`src/rtl/cache_miss_ctrl_pkg.sv`:
```
// Shared definitions for the cache miss controller and the direct-mapped cache it drives.
// State encoding, index/tag split and default timeout.
package cache_miss_ctrl_pkg;

  typedef enum logic [2:0] {
    ST_IDLE,
    ST_LOOKUP,
    ST_MISS_RD,
    ST_FILL,
    ST_WR_MEM,
    ST_WR_CACHE,
    ST_RESP
  } state_t;

  localparam int INDEX_W         = 7;
  localparam int TAG_LSB         = INDEX_W;
  localparam int TIMEOUT_DEFAULT = 255;
  localparam int WAIT_W          = 8;

  // Value of the wait counter in the last cycle a memory ack can still be accepted.
  function automatic logic [WAIT_W-1:0] wait_limit(input int timeout);
    return WAIT_W'(timeout - 1);
  endfunction

endpackage

```
`src/rtl/sat_counter.sv`:
```
// Saturating event counter with synchronous clear; clear takes priority over increment.
module sat_counter
  import cache_miss_ctrl_pkg::*;
#(
  parameter int CNT_W = 16
) (
  input  logic             clk,
  input  logic             rst,
  input  logic             clr,
  input  logic             inc,
  output logic [CNT_W-1:0] cnt
);

  function automatic logic [CNT_W-1:0] sat_inc(input logic [CNT_W-1:0] v);
    return (v == {CNT_W{1'b1}}) ? v : v + 1'b1;
  endfunction

  always_ff @(posedge clk or negedge rst) begin
    if (!rst) begin
      cnt <= '0;
    end else if (clr) begin
      cnt <= '0;
    end else if (inc) begin
      cnt <= sat_inc(cnt);
    end
  end

endmodule

```
`src/rtl/cache_miss_ctrl.sv`:
```
// Single-outstanding CPU byte-access controller: cache probe on reads, memory fetch and
// line fill on misses, write-through with write-allocate, and hit/miss statistics.
module cache_miss_ctrl
  import cache_miss_ctrl_pkg::*;
#(
  parameter int ADDR_W  = 16,
  parameter int DATA_W  = 8,
  parameter int TIMEOUT = TIMEOUT_DEFAULT,
  parameter int CNT_W   = 16
) (
  input  logic              clk_1,
  input  logic              rst,
  input  logic              cpu_req,
  input  logic              cpu_we,
  input  logic [ADDR_W-1:0] cpu_addr,
  input  logic [DATA_W-1:0] cpu_wdata,
  output logic              cpu_ready,
  output logic              cpu_valid,
  output logic [DATA_W-1:0] cpu_rdata,
  output logic              cpu_err,
  output logic [ADDR_W-1:0] cache_addr,
  output logic              cache_w_en,
  output logic [DATA_W-1:0] cache_wdata,
  input  logic              cache_hit,
  input  logic [DATA_W-1:0] cache_rdata,
  output logic              mem_req,
  output logic              mem_we,
  output logic [ADDR_W-1:0] mem_addr,
  output logic [DATA_W-1:0] mem_wdata,
  input  logic              mem_ack,
  input  logic [DATA_W-1:0] mem_rdata,
  input  logic              stat_clr,
  output logic [CNT_W-1:0]  hit_cnt,
  output logic [CNT_W-1:0]  miss_cnt
);

  localparam logic [WAIT_W-1:0] WAIT_LIMIT = wait_limit(TIMEOUT);

  state_t              state, nxt;
  logic [ADDR_W-1:0]   addr_q;
  logic                we_q;
  logic [DATA_W-1:0]   wdata_q;
  logic [DATA_W-1:0]   data_q;
  logic                err_q;
  logic [WAIT_W-1:0]   wait_cnt;
  logic [ADDR_W-1:0]   cache_addr_q;
  logic                waiting;
  logic                timeout;
  logic                drive_cache;
  logic                hit_inc;
  logic                miss_inc;

  assign waiting     = (state == ST_MISS_RD) || (state == ST_WR_MEM);
  assign timeout     = waiting && !mem_ack && (wait_cnt == WAIT_LIMIT);
  assign drive_cache = (state == ST_LOOKUP) || (state == ST_FILL) || (state == ST_WR_CACHE);

  always_ff @(posedge clk_1 or negedge rst) begin
    if (!rst) begin
      state        <= ST_IDLE;
      addr_q       <= '0;
      we_q         <= 1'b0;
      wdata_q      <= '0;
      data_q       <= '0;
      err_q        <= 1'b0;
      wait_cnt     <= '0;
      cache_addr_q <= '0;
    end else begin
      state <= nxt;
      if (state == ST_IDLE && cpu_req) begin
        addr_q  <= cpu_addr;
        we_q    <= cpu_we;
        wdata_q <= cpu_wdata;
        err_q   <= 1'b0;
      end
      if (hit_inc) data_q <= cache_rdata;
      if (state == ST_MISS_RD && mem_ack) data_q <= mem_rdata;
      if (timeout) err_q <= 1'b1;
      wait_cnt <= waiting ? wait_cnt + 1'b1 : '0;
      // cache_addr keeps the last presented address while the cache is not being driven
      if (drive_cache) cache_addr_q <= addr_q;
    end
  end

  always_comb begin
    nxt      = state;
    hit_inc  = 1'b0;
    miss_inc = 1'b0;
    case (state)
      ST_IDLE: begin
        if (cpu_req) nxt = cpu_we ? ST_WR_MEM : ST_LOOKUP;
      end
      ST_LOOKUP: begin
        // Anything other than a clean 1 on cache_hit is treated as a miss
        if (cache_hit) begin
          hit_inc = 1'b1;
          nxt     = ST_RESP;
        end else begin
          miss_inc = 1'b1;
          nxt      = ST_MISS_RD;
        end
      end
      ST_MISS_RD: begin
        if (mem_ack)      nxt = ST_FILL;
        else if (timeout) nxt = ST_RESP;
      end
      ST_FILL:     nxt = ST_RESP;
      ST_WR_MEM: begin
        if (mem_ack)      nxt = ST_WR_CACHE;
        else if (timeout) nxt = ST_RESP;
      end
      ST_WR_CACHE: nxt = ST_RESP;
      ST_RESP:     nxt = ST_IDLE;
      default:     nxt = ST_IDLE;
    endcase
  end

  always_comb begin
    cpu_ready   = (state == ST_IDLE);
    cpu_valid   = (state == ST_RESP);
    cpu_err     = (state == ST_RESP) && err_q;
    cpu_rdata   = (state == ST_RESP && !we_q && !err_q) ? data_q : '0;
    cache_addr  = drive_cache ? addr_q : cache_addr_q;
    cache_w_en  = (state == ST_FILL) || (state == ST_WR_CACHE);
    cache_wdata = '0;
    if (state == ST_FILL)     cache_wdata = data_q;
    if (state == ST_WR_CACHE) cache_wdata = wdata_q;
    mem_req     = waiting;
    mem_we      = (state == ST_WR_MEM);
    mem_addr    = waiting ? addr_q : '0;
    mem_wdata   = (state == ST_WR_MEM) ? wdata_q : '0;
  end

  sat_counter #(.CNT_W(CNT_W)) u_hit_cnt (
    .clk (clk_1),
    .rst (rst),
    .clr (stat_clr),
    .inc (hit_inc),
    .cnt (hit_cnt)
  );

  sat_counter #(.CNT_W(CNT_W)) u_miss_cnt (
    .clk (clk_1),
    .rst (rst),
    .clr (stat_clr),
    .inc (miss_inc),
    .cnt (miss_cnt)
  );

endmodule

```
`config.mk`:
```
export PLATFORM = sky130hd
export DESIGN_NAME = cache_miss_ctrl
export DESIGN_NICKNAME = d
export VERILOG_FILES = /design/src/rtl/cache_miss_ctrl_pkg.sv /design/src/rtl/sat_counter.sv /design/src/rtl/cache_miss_ctrl.sv
export SDC_FILE = /design/constraint.sdc
export NUM_CORES = 1
export LEC_CHECK = 0
export BUFFER_PORTS_ARGS = -buffer_cell sky130_fd_sc_hd__buf_2
export CORE_ASPECT_RATIO = 2
export CORE_MARGIN = 10
export CORE_UTILIZATION = 52
export DETAILED_ROUTE_END_ITERATION = 16
export GPL_TIMING_DRIVEN = 0
export PLACE_DENSITY = 0.81
export SLEW_MARGIN = 10
export SYNTH_ARGS = -nofsm -noshare
export SYNTH_HDL_FRONTEND = slang
export SYNTH_SLANG_ARGS = --single-unit
export TNS_END_PERCENT = 1
```
`constraint.sdc`:
```
create_clock -name clk_1 -period 2.9 [get_ports clk_1]
set_input_delay 0.58 -clock clk_1 [delete_from_list [all_inputs] [get_ports clk_1]]
set_output_delay 0.58 -clock clk_1 [all_outputs]
set_load 0.1 [all_outputs]
```
Word level (Yosys, flattened, before mapping)
Index checks and enable logic that the tools add are counted.

storage, ports and cells
  register bits after elaboration = 93
  bits of input ports = 47

cells by class
  reduce and logical (&&, ||, !) cells = 22
  equal/unequal tests = 12
  mux-type cells = 28
  add/sub/neg operators = 3

operators by type and width
  kind                                                                    number
  16-bit 2-to-1 mux                                                       8
  8-bit 2-to-1 mux                                                        7
  16-bit by 1-bit adder with 16-bit output (second input constant)        2
  16-bit equality test (second input constant)                            2
  3-bit 2-to-1 mux                                                        6
  3-bit case mux with 5 select lines                                      1
  3-bit equality test (second input constant)                             3
  8-bit by 1-bit adder with 8-bit output (second input constant)          1
  8-bit equality test (second input constant)                             1
  2-bit nonzero test                                                      4
  1-bit logical AND                                                       7
  3-bit by 2-bit equality test with 1-bit output (second input constant)  2
  1-bit 2-to-1 mux                                                        6
  2-bit inequality test (second input constant)                           3
  1-bit logical OR                                                        4
  2-bit AND reduction                                                     2
  3-bit by 1-bit equality test with 1-bit output (second input constant)  1
  1-bit zero test                                                         3
  3-bit zero test                                                         1
  2-bit OR reduction                                                      1

Longest topological paths before layout
  depth in word-level cells = 7
  gate-level depth with buffers = 7

By module
Synthesis repeated with hierarchy kept, for this count alone.

unflattened totals
  cells, all modules = 433
  area, all modules = 4788.3 um^2

by module, submodules not included
  module           times used  cells each  area an instance (um^2)
  cache_miss_ctrl  1           245         2991.6
  sat_counter      2           94          898.4

Worst setup path before layout
No wires, ideal clock.

  kind = register to register
  from = register state[1]
  to = register addr_q[0]
  clock period less this slack = 3.863 ns
  cell stages (with the launch flop) = 7
  arrival time = 3.739 ns
  required time = 2.775 ns
  setup slack = -0.963 ns
  path through = dfrtp_1 > clkbuf_1 > nor3_1 > and2_1 > buf_2 > buf_2 > mux2_2

between the ends
  longest elaborated chain between the ends = 2

RTL lines
  element                   line                   source
  start: declaration        cache_miss_ctrl.sv:39  state_t state, nxt;
  start signal: assignment  cache_miss_ctrl.sv:68  state <= nxt;
  3-bit zero test           -
  via cpu_ready             cache_miss_ctrl.sv:17  output logic cpu_ready,
  1-bit logical AND         cache_miss_ctrl.sv:69  if (state == ST_IDLE && cpu_req) begin
  end signal: assignment    cache_miss_ctrl.sv:70  addr_q <= cpu_addr;
  end: declaration          cache_miss_ctrl.sv:40  logic [ADDR_W-1:0] addr_q;

The timed path passes the listed nets, and every way through them passes these cells.
A chain may end at the register's enable or synchronous reset.

Worst setup path in the final report
  from = register state[0]
  to = output port cache_addr[13]

between the ends
  longest elaborated chain between the ends = 4
  elaborated cells between the ends (all ways) = 6

RTL lines
  element                                                                                                                  line                    source
  3-bit by 1-bit equality test with 1-bit output / 3-bit by 2-bit equality test with 1-bit output (equally long branches)  cache_miss_ctrl.sv:55   assign drive_cache = (state == ST_LOOKUP) || (state == ST_FILL) || (state == ST_WR_CACHE);
  1-bit logical OR                                                                                                         cache_miss_ctrl.sv:55
  1-bit logical OR (*)                                                                                                     cache_miss_ctrl.sv:55
  16-bit 2-to-1 mux (*)                                                                                                    cache_miss_ctrl.sv:122  cache_addr = drive_cache ? addr_q : cache_addr_q;
  end: declaration                                                                                                         cache_miss_ctrl.sv:21   output logic [ADDR_W-1:0] cache_addr,

Mark *: on every way between the ends. The rest lies on a longest branch, timed or not.

==> summary.md <==
* **result of the run** completed
* **synthesized area per cell** 10.4 um2
* **maximum clock path buffer count** 2
* **Final WS setup** 0.107 ns
* **Min-Delay Path Class** in2async
* **via-per-instance ratio** 5.84
* **width of the die** 87.0 um
* **clk slew on worst S/H paths** 0.06 ns
* **routed wirelength normalized by instance count** 18.7 um
* **simple-gate area share of the yosys netlist** 22.1%
* **total setup violations reported at the end of the flow** 0
* **Post-Synth Adder-Cell Area** 1.07%
* **total vias in the final route** 4,127
* **fin crit share** 96.3%
* **Die Footprint** 13,400 um2
* **HPWL after detailed placement** 10,400 um
* **worst reg2reg path startpoint** state[1]
* **kind of end point of the critical path** output pin
* **max-slew violation total from the final report** 0
* **Final Routed Wirelength** 13,200 um
* **area share of the leading cell type in the synthesized netlist** 49.8%
* **fraction of the mapped netlist area in compound gates** 9.21%
* **Placeable Area** 8710 um2
* **setup slack after placement** -0.182 ns
* **number of core rows** 48
* **minimum clock period after layout** 2.79 ns
* **sum of negative setup slack** 0 ns
* **Synth warnings** 0
* **global route overflow** 0
* **Final Instance Area** 5960 um2
* **dominant cell type by area after synthesis** sky130_fd_sc_hd__dfrtp_1
* **largest fanout on the critical path** 10
* **Initial DRT Pass Iterations** 4
* **number of distinct library cell variants in the gate-level netlist after synthesis** 45
* **Placer Congestion** 0.891
* **syn_nets** 499
* **Max Clock Freq** 358 MHz
* **FILL cells** 645
* **clock skew** 0.00458 ns
* **net total in the final layout** 651
* **Max Cap Viol** 0
* **CP startpoint kind** flop
* **number of synthesized flops with an enable pin** 0
* **root buffer cell** sky130_fd_sc_hd__clkbuf_16
* **final hold vios** 0
* **TritonCTS clock tree** yes
* **share of cells above drive strength 1** 38.8%
* **primary flip-flop cell chosen by synthesis mapping** sky130_fd_sc_hd__dfrtp_1
* **largest net degree at the start of global routing** 49
* **Layout Area Growth over Synthesis** 27.6%
* **Worst Path Class, Setup** reg2out
* **worst path arrival time** 2.21 ns
* **share of the core filled with cells** 68.5%
* **Die Ht** 154 um
* **post-synthesis cell count** 448
* **placed cell area** 5540 um2
* **slew at the pin closest to its max-slew limit** 0.823 ns
* **commonest cells in the synthesized netlist** sky130_fd_sc_hd__dfrtp_1, sky130_fd_sc_hd__mux2_2, sky130_fd_sc_hd__and2_1, sky130_fd_sc_hd__nor2_1, sky130_fd_sc_hd__nand2_1
* **antenna violations before repair** 2
* **ports placed on the boundary** 141
* **reg-to-reg setup timing slack** 0.58 ns
* **most used standard cell by instance count after synthesis** sky130_fd_sc_hd__dfrtp_1
* **fraction of registers with async set/reset** 100%
* **global-route usage over all layers** 19.5%
* **required time worst endpoint** 2.32 ns
* **main combinational cell family by area after synthesis** simple AND/OR/NAND/NOR gates
* **cell types with the largest area share after synthesis** sky130_fd_sc_hd__dfrtp_1, sky130_fd_sc_hd__mux2_2, sky130_fd_sc_hd__and2_1, sky130_fd_sc_hd__nor2_1, sky130_fd_sc_hd__a21oi_1
* **post-detailed-route count of antenna-violating nets** 0
* **number of port buffers** 140
* **H-tree depth** 3
* **total clock sinks** 93
* **post-synthesis mux area share** 14.1%
* **cell area after synthesis** 4670 um2
* **DRC violations left** 0
* **parity-gate share of the synthesized area counting xor and xnor cells** 1.12%
* **sequential fraction of the synthesis area** 49.8%
* **Max-slew headroom** 44.6%
* **clock latency at the later pin of the worst-skew pair** 0.33 ns
* **worst-case reg-to-reg path depth** 5
* **endpoint of the worst register-to-register path** u_miss_cnt.cnt[6]
* **number of buffers added by the clock tree synthesis step** 9
* **Starting DRT DRC Count** 209
* **number of synthesized register bits** 93
* **setup repair after global routing missed its margin** true
* **Initial Utilization** 53.7%
* **wire length of the first global-routing pass** 21,100 um
* **vias in the first global route** 4,262
[worst max-delay path: stages, from the launching register on]
cell and delay, ns:
sky130_fd_sc_hd__dfrtp_1 0.38, sky130_fd_sc_hd__clkbuf_4 0.24, sky130_fd_sc_hd__clkinvlp_4 0.20, sky130_fd_sc_hd__a21oi_4 0.18
sky130_fd_sc_hd__buf_4 0.21, sky130_fd_sc_hd__mux2_2 0.36, sky130_fd_sc_hd__buf_2 0.30
[cell usage in the layout, fill, tap and decap left out, types with 12 or more instances in the layout]
master | Yosys | layout
sky130_fd_sc_hd__buf_2 | 5 | 124
sky130_fd_sc_hd__o21ai_0 | 21 | 21
sky130_fd_sc_hd__nand2_1 | 26 | 26
sky130_fd_sc_hd__mux2_2 | 48 | 48
sky130_fd_sc_hd__clkbuf_1 | 17 | 13
sky130_fd_sc_hd__and2_1 | 33 | 33
sky130_fd_sc_hd__dfrtp_1 | 93 | 91
sky130_fd_sc_hd__a21oi_1 | 24 | 23
sky130_fd_sc_hd__buf_4 | 0 | 16
sky130_fd_sc_hd__mux2i_1 | 12 | 12
sky130_fd_sc_hd__nor2_1 | 33 | 33
sky130_fd_sc_hd__nand3_1 | 12 | 12
[flip-flops by register name, indices dropped and copies added, names as in the netlist]
register,cells
cache_addr_q,16
we_q,1
err_q,1
data_q,8
u_miss_cnt.cnt,16
wait_cnt,8
addr_q,16
u_hit_cnt.cnt,16
wdata_q,8
state,3
[per-layer routing]
layer / track usage, % / part of all wire [%] / vias up
li1: - / - / 1923
met1: 19.8 / 36 / 1999
met2: 34.9 / 53 / 170
met3: 4.34 / 6.4 / 35
met4: 11.1 / 4.6 / 0
met5: 0 / 0 / -
[cell families (layout without fill, tap and decap cells)]
logic type | count (synthesis) | count (layout)
AO/OA/AOI/OAI | 72 | 72
other | 0 | 2
buffers and inverters | 30 | 187
adder cells (fa/ha/maj) | 4 | 4
flip-flops | 93 | 93
XOR/XNOR | 6 | 6
AND/OR/NAND/NOR | 183 | 183
multiplexers | 60 | 60
[worst max-delay path by stage]
stage                  start  depth (start not counted)  slack, ns              to
floorplan           state[2]                          4      -0.34    mem_wdata[0]
global placement    state[2]                          7      -0.11    mem_addr[14]
detailed placement  state[1]                          7      -0.18    mem_addr[13]
CTS                 state[2]                          6      -0.03    mem_addr[13]
global route        state[0]                          6      -0.01  cache_addr[10]
finish              state[0]                          6       0.11  cache_addr[13]
[stage by stage]
| step | instances | hold WS, ns |
|---|---|---|
| after floorplan | 448 | 0.284 |
| after global placement | 688 | 0.478 |
| after detailed placement | 689 | 0.484 |
| after CTS | 703 | 0.292 |
| after global routing | 707 | 0.317 |
| final | 707 | 0.282 |
[repair_timing]
action / CTS / global route
hold buffers: 0 / 0
setup buffers: 0 / 2
gates cloned: 0 / 0
resized for setup: 19 / 17
endpoints found under the setup margin: 50 / 50
[final cells by class]
| class | count | area, um2 | share of cell area, % |
|---|---|---|---|
| diodes | 2 | 5.00 | 0.0839 |
| plain buffers | 21 | 93.8 | 1.57 |
| clock buffers | 11 | 243 | 4.07 |
| clock inverters | 5 | 60.1 | 1.01 |
| inverters | 7 | 30.0 | 0.503 |
| multi-input cells | 325 | 2290 | 38.3 |
| flip-flops and latches | 93 | 2330 | 39.1 |
| well taps | 100 | 125 | 2.10 |
| repair buffers | 143 | 791 | 13.3 |
Power is left out: the tool's default activity adds up to more than one toggle a clock period on the data nets, which glitch-free logic cannot reach.
